<file path="config.mk">
export PLATFORM = sky130hd
export DESIGN_NAME = sort4_stream
export DESIGN_NICKNAME = d
export VERILOG_FILES = /design/src/rtl/sort4_stream.sv
export SDC_FILE = /design/constraint.sdc
export NUM_CORES = 1
export LEC_CHECK = 0
export BUFFER_PORTS_ARGS = -buffer_cell sky130_fd_sc_hd__buf_4
export CORE_ASPECT_RATIO = 0.5
export CORE_MARGIN = 3
export CORE_UTILIZATION = 55
export CTS_CLUSTER_SIZE = 24
export DETAILED_ROUTE_END_ITERATION = 7
export PLACE_DENSITY = 0.78
export RECOVER_POWER = 50
export SYNTH_ARGS = -nofsm -noshare
export SYNTH_HDL_FRONTEND = slang
export SYNTH_SLANG_ARGS = --single-unit
export TNS_END_PERCENT = 5
</file>
<file path="constraint.sdc">
create_clock -name clk -period 3.1 [get_ports clk]
set_input_delay 0.775 -clock clk [delete_from_list [all_inputs] [get_ports clk]]
set_output_delay 0.775 -clock clk [all_outputs]
set_load 0.01 [all_outputs]
</file>
<file path="src/rtl/sort4_stream.sv">
// sort4_stream: serial 4-element stable sorter using an odd-even transposition network.
//   clk, rst_n            clock, asynchronous active-low reset
//   in_valid/in_ready     input handshake, in_data element to load
//   out_valid/out_ready   output handshake, out_data sorted element, out_idx its arrival position
//   busy                  high while sorting or emitting
module sort4_stream #(
  parameter int WIDTH   = 8,
  parameter int DESCEND = 0
) (
  input  logic             clk,
  input  logic             rst_n,
  input  logic             in_valid,
  output logic             in_ready,
  input  logic [WIDTH-1:0] in_data,
  output logic             out_valid,
  input  logic             out_ready,
  output logic [WIDTH-1:0] out_data,
  output logic [1:0]       out_idx,
  output logic             busy
);
  typedef enum logic [1:0] {LOAD, SORT, EMIT} state_t;
  state_t state, state_nxt;
  logic [WIDTH-1:0] data [4];
  logic [1:0]       idx  [4];
  logic [WIDTH-1:0] sd   [4];
  logic [1:0]       si   [4];
  logic [1:0]       cnt, phase;
  logic             in_fire, out_fire;
  function automatic logic out_of_order(input logic [WIDTH-1:0] a, input logic [WIDTH-1:0] b);
    return (DESCEND != 0) ? (a < b) : (a > b);
  endfunction
  assign in_fire  = in_valid && in_ready;
  assign out_fire = out_valid && out_ready;
  always_ff @(posedge clk or negedge rst_n)
    if (!rst_n) state <= LOAD;
    else        state <= state_nxt;
  always_comb
    state_nxt = (state == LOAD && in_fire && cnt == 2'd3)  ? SORT :
                (state == SORT && phase == 2'd3)           ? EMIT :
                (state == EMIT && out_fire && cnt == 2'd3) ? LOAD : state;
  always_comb begin
    in_ready  = (state == LOAD);
    out_valid = (state == EMIT);
    busy      = (state != LOAD);
    out_data  = out_valid ? data[cnt] : '0;
    out_idx   = out_valid ? idx[cnt]  : 2'd0;
  end
  // Pair k compares entries k and k+1; even phases use k=0,2, odd phases k=1.
  // Strict compare keeps equal keys in arrival order.
  always_comb begin
    sd = data;
    si = idx;
    for (int k = 0; k < 3; k++)
      if (k[0] == phase[0] && out_of_order(data[k], data[k+1])) begin
        sd[k]   = data[k+1];
        sd[k+1] = data[k];
        si[k]   = idx[k+1];
        si[k+1] = idx[k];
      end
  end
  // cnt and phase wrap naturally from 3 to 0 on the final beat of each stage.
  always_ff @(posedge clk or negedge rst_n)
    if (!rst_n) begin
      cnt   <= 2'd0;
      phase <= 2'd0;
      for (int k = 0; k < 4; k++) begin
        data[k] <= '0;
        idx[k]  <= 2'd0;
      end
    end else if (state == LOAD) begin
      phase <= 2'd0;
      if (in_fire) begin
        data[cnt] <= in_data;
        idx[cnt]  <= cnt;
        cnt       <= cnt + 2'd1;
      end
    end else if (state == SORT) begin
      data  <= sd;
      idx   <= si;
      phase <= phase + 2'd1;
    end else if (out_fire) begin
      cnt <= cnt + 2'd1;
    end
endmodule

</file>
# == Word level (Yosys, flattened, before mapping) ==
# Cells that the tools add are included.
# word_totals
regBits,46
inputBits,12
output_inout_bits,13
wordCells,86
# op_classes
n_addsub,2
magnitude_cmp,5
eq_ne,6
muxes,35
n_bitwise,2
n_reduce_logical,25
# op_table
cell,n
$mux W32,3
$mux W8,7
$mux W16,3
$bwmux W32,1
$mux W2,13
$gt A8 B8 Y1,3
$bmux W8 S2,1
$demux W8 S2,1
$reduce_and A3 Y1,5
$mux W4,3
$logic_and A1 B1 Y1,11
$reduce_bool A2 Y1,5
$reduce_bool A3 Y1,3
$bwmux W8,1
$eq A2 B2 Y1 const B,3
$add A2 B1 Y2 const B,2
$bmux W2 S2,1
$demux W2 S2,1
$ge A3 B3 Y1 const B,1
$lt A3 B1 Y1 const B,1
$not A2 Y3,1
$eq A2 B1 Y1 const B,1
$logic_not A2 Y1,1
$ne A2 B1 Y1 const B,1
2 further kinds,2

# == Logic depth before layout (Yosys ltp) ==
# logic_depth
ltp_word,8
mapped_depth,10
mapped_depth_nobuf,8

# == Least setup slack after synthesis ==
# Ideal clock, no wire load.
# synth_timing
path_kind,register to output
startpoint,register cnt[0]
endpoint,output out_data[5]
arrival_time_ns,1.524
required_time_ns,2.325
setup_slack_ns,0.801
stages_incl_launch_ff,4
n_path_buf,1
cell_sequence,dfrtp_1 > clkbuf_1 > mux4_2 > nor2b_1
# synth_via
elab_chain_len,5
# synth_rtl
item,line_no,rtl
start: declaration,27,"logic [1:0] cnt, phase;"
start signal: assignment,75,cnt <= cnt + 2'd1;
start signal: assignment,82,cnt <= cnt + 2'd1;
$not A2 Y3 (not written as such),45,out_data = out_valid ? data[cnt] : '0;
$bmux W8 S2,45,
$mux W8 (not written as such) (2 in a row),45,
$mux W8,45,
end: declaration,17,"output logic [WIDTH-1:0] out_data,"
# No other way between the ends. The select of a mux whose other input is x is not followed.

# == Final worst setup path ==
# layout_timing
startpoint,register data[8] (netlist name)
endpoint,register data[16] (netlist name)
# layout_via
elab_chain_len,5
elab_cells_between_ends,7
classes_between,order compare: 1; mux: 3; reduce/logical: 3
# layout_rtl
item,line_no,rtl
start: declaration,23,logic [WIDTH-1:0] data [4];
start signal: indexed assignment,73,data[cnt] <= in_data;
$gt A8 B8 Y1,30,return (DESCEND != 0) ? (a < b) : (a > b);
$logic_and A1 B1 Y1,54,"if (k[0] == phase[0] && out_of_order(data[k], data[k+1])) begin"
$mux W16,54,
$mux W32,77,end else if (state == SORT) begin
$mux W32,70,end else if (state == LOAD) begin
# Several ways; a longest one is shown, not always the timed one. The select of a mux whose other input is x is not followed.
# A chain may end at the register's enable or synchronous reset.

==> reports/qor.log <==
[hold_path] Worst Hold Depth 2
[synthesis] share of the synthesized area in the top cell type 32.4%
[outcome] result of the run finished clean
[cts] TritonCTS sink count 46
[detailed_routing] Avg Vias per Cell 6.77
[global_routing] largest net degree at the start of global routing 47
[worst_setup_path] startpoint type of the worst setup path register
[synthesis] Synth area leader sky130_fd_sc_hd__dfrtp_1
[floorplan] Core Region 5850 µm²
[synthesis] fraction of the yosys area taken by sequential cells 32.4%
[floorplan] standard-cell rows 19
[detailed_routing] WL per Instance 23.0 µm
[pwr] LEAKAGE 0.00181 µW
[placed_design] Port Buffers 24
[timing] Post-Route Skew 4.92 ps
[timing] setup repair after global routing missed its margin no
[cts] clock latency on the worst-skew pair 290 ps
[synthesis] Yosys reg bits 46
[hold_path] end of the worst hold path phase[1]$_DFFE_PN0N_
[worst_setup_path] capture point of the worst reg-to-reg path data[16]$_DFFE_PN0P_
[floorplan] effective utilization at floorplan 60.7%
[synthesis] async set-or-reset flop fraction in the synthesized netlist 100%
[synthesis] Post-Synthesis Cells 356
[cells_and_area] Synth-to-Final Area Change 13.4%
[worst_setup_path] Register-to-Register Setup Slack 220 ps
[cts] clk buf depth 2
[synthesis] mean instance size in the synthesized netlist 9.97 µm²
[detailed_routing] final routed DRC violation total 0
[floorplan] IO Pins 25
[worst_setup_path] kind of end point of the critical path register
[worst_setup_path] Worst Path Arrival 3050 ps
[global_routing] number of antenna violations at the first check in global routing 0
[global_routing] GR Util All Layers 29.8%
[worst_setup_path] classification of the worst setup path reg -> reg
[timing] Final Hold Fails 0
[floorplan] die area 7510 µm²
[pwr] power per cell area 1130 nW/µm²
[worst_setup_path] required arrival time at the worst endpoint 3270 ps
[global_routing] global-route wire length before repair 17300 µm
[synthesis] post-synth design cell area 3550 µm²
[detailed_routing] DRT iter0 DRCs 290
[timing] total setup violations reported at the end of the flow 0
[cells_and_area] post-layout utilization of the core 68.8%
[worst_setup_path] Max Fanout on Critical Path 10
[worst_setup_path] reg2reg start data[8]$_DFFE_PN0P_
[cells_and_area] fill cell count 468
[synthesis] Post-Syn Nets 397
[cts] number of setup buffers added after CTS 0
[synthesis] largest cells by area after synthesis sky130_fd_sc_hd__dfrtp_1 (32%), sky130_fd_sc_hd__ha_1 (10%), sky130_fd_sc_hd__mux2_2 (9.2%)
[synthesis] number of distinct standard cells referenced by the synthesized netlist 44
[synthesis] ranking of synthesized cells by instance count sky130_fd_sc_hd__dfrtp_1 (46), sky130_fd_sc_hd__inv_1 (32), sky130_fd_sc_hd__ha_1 (29), sky130_fd_sc_hd__mux2_2 (29)
[detailed_routing] final antenna-violating net count 0
[floorplan] die outline width 120 µm
[timing] Min Clock Period, post-route 2880 ps
[detailed_routing] Vias 3175
[synthesis] Post-synth EDFFs 0
[timing] setup tns final 0 ps
[hold_path] HP Class reg -> reg
[cts] count of instances resized after the clock tree is built 0
[pwr] highest ir drop seen on vdd 0.496 mV
[floorplan] Die Y-Extent 62.8 µm
[cts] clock tree root driver cell sky130_fd_sc_hd__clkbuf_16
[cells_and_area] fraction of layout cells with a size suffix above 1 24.7%
[timing] final number of max-transition violations 0
[cts] maximum level of the CTS H-tree 2
[worst_setup_path] cells on worst reg2reg path 8
[timing] Highest Clock Rate 0.347 GHz
[timing] final period utilization 92.9%
[timing] slew at the pin closest to its max-slew limit 1220 ps
[synthesis] most numerous cell in the Yosys netlist sky130_fd_sc_hd__dfrtp_1
[detailed_routing] number of detailed-routing iterations run before antenna repair 5
[cts] total of hold buffers inserted after clock tree synthesis 0
[placed_design] global placer's final weighted congestion 0.978
[timing] Slew headroom 18.5%
[global_routing] number of global-route vias before repair 3029
[global_routing] final global-route overflow total 0
[placed_design] post-detailed-placement half-perimeter wirelength 7750 µm
[hold_path] Min-Delay Startpoint phase[1]$_DFFE_PN0N_
[cells_and_area] net count reported at finish 425
[detailed_routing] wirelength, routed 10800 µm
[cells_and_area] # diodes 0
[synthesis] Post-synth top flop sky130_fd_sc_hd__dfrtp_1
[cts] number of buffers inserted during clock tree synthesis 5
[cts] CTS tree yes
[cts] clock transition at the registers of the reported paths 70 ps
[synthesis] count of warnings emitted by yosys 0
[run] max-cap violation count 0
[sequential cells by signal, indices dropped and copies added (netlist names)]
signal	cells
cnt	2
data	32
idx	8
phase	2
state	2
[power by group]
group / total [µW] / internal [µW] / switching [µW]
logic: 2890 / 1220 / 1670
clock network: 552 / 320 / 231
registers: 1090 / 791 / 302
total: 4530 / 2330 / 2200
[stage by stage]
step	total power, µW	hold slack [ps]	instances	cell area, µm²	worst slack (ps)
after floorplan	3010	457	356	3550	801
after global placement	3830	475	461	3890	312
after detailed placement	3900	529	461	3890	298
after CTS	4460	521	469	4040	275
after global routing	4800	582	469	4030	131
final	4530	524	469	4030	219
[cells in the final DEF (no fill, tap or decap), types with 2 or more instances in the layout]
master / count
sky130_fd_sc_hd__o21ai_0: 5
sky130_fd_sc_hd__o21ai_1: 2
sky130_fd_sc_hd__a21oi_2: 2
sky130_fd_sc_hd__a32oi_1: 7
sky130_fd_sc_hd__dfrtp_1: 46
sky130_fd_sc_hd__a32o_1: 2
sky130_fd_sc_hd__buf_4: 41
sky130_fd_sc_hd__o211ai_1: 12
sky130_fd_sc_hd__a311o_1: 9
sky130_fd_sc_hd__a31oi_1: 2
sky130_fd_sc_hd__nand4_1: 6
sky130_fd_sc_hd__clkbuf_1: 3
sky130_fd_sc_hd__and3_1: 9
sky130_fd_sc_hd__o2111ai_1: 9
sky130_fd_sc_hd__nand3_1: 20
sky130_fd_sc_hd__mux4_2: 10
sky130_fd_sc_hd__a21oi_1: 12
sky130_fd_sc_hd__nand2_1: 20
sky130_fd_sc_hd__mux2i_1: 12
sky130_fd_sc_hd__a21o_1: 2
sky130_fd_sc_hd__clkbuf_16: 5
sky130_fd_sc_hd__and2_1: 2
sky130_fd_sc_hd__mux2_2: 29
sky130_fd_sc_hd__inv_1: 32
sky130_fd_sc_hd__nor2_1: 8
sky130_fd_sc_hd__nor2b_1: 13
sky130_fd_sc_hd__nor3_1: 9
sky130_fd_sc_hd__or2_1: 2
sky130_fd_sc_hd__ha_1: 29
sky130_fd_sc_hd__a22o_1: 9
[how the worst max path moves through the flow]
stage	to	start	cells after the start	slack, ps
after global placement	data[22]$_DFFE_PN0P_	data[9]$_DFFE_PN0P_	9	310
after CTS	data[16]$_DFFE_PN0P_	data[9]$_DFFE_PN0P_	9	280
after detailed placement	data[19]$_DFFE_PN0P_	data[9]$_DFFE_PN0P_	9	300
after global routing	data[21]$_DFFE_PN0P_	data[9]$_DFFE_PN0P_	9	130
after floorplan	out_data[5]	cnt[0]$_DFFE_PN0P_	3	800
final	data[16]$_DFFE_PN0P_	data[8]$_DFFE_PN0P_	8	220
[worst max-delay path, stage by stage, from the launching register on]
cell	delay (ps)
sky130_fd_sc_hd__dfrtp_1	500
sky130_fd_sc_hd__ha_1	340
sky130_fd_sc_hd__nand4_1	160
sky130_fd_sc_hd__nand2_1	90
sky130_fd_sc_hd__a211oi_2	300
sky130_fd_sc_hd__buf_4	220
sky130_fd_sc_hd__nor3_1	80
sky130_fd_sc_hd__a211oi_4	660
sky130_fd_sc_hd__mux2_2	410
[logic make-up after synthesis]
group	Yosys count	share of synthesized area, %
XOR/XNOR	1	0.247
flip-flops	46	32.4
AND/OR/NAND/NOR	93	13.5
multiplexers	51	18.9
adder cells (fa/ha/maj)	29	10.2
AO/OA/AOI/OAI	81	18.6
buffers and inverters	55	6.10
[routing by layer]
layer / GRT usage, % / vias up / part of all wire, %
li1: - / 1409 / -
met2: 40.2 / 211 / 40
met4: 4.85 / 0 / 1.3
met3: 12.0 / 18 / 14
met1: 45.0 / 1537 / 45
met5: 0 / - / 0
[final cells by class]
class / instances / area (µm²) / share of cell area [%]
multi-input cells: 255 / 2180 / 54.2
flip-flops and latches: 46 / 1150 / 28.6
repair buffers: 44 / 320 / 7.96
clock buffers: 7 / 143 / 3.54
inverters: 32 / 120 / 2.98
well taps: 84 / 105 / 2.61
clock inverters: 1 / 5.00 / 0.124
No activity file was read; power rests on OpenSTA's default activity.
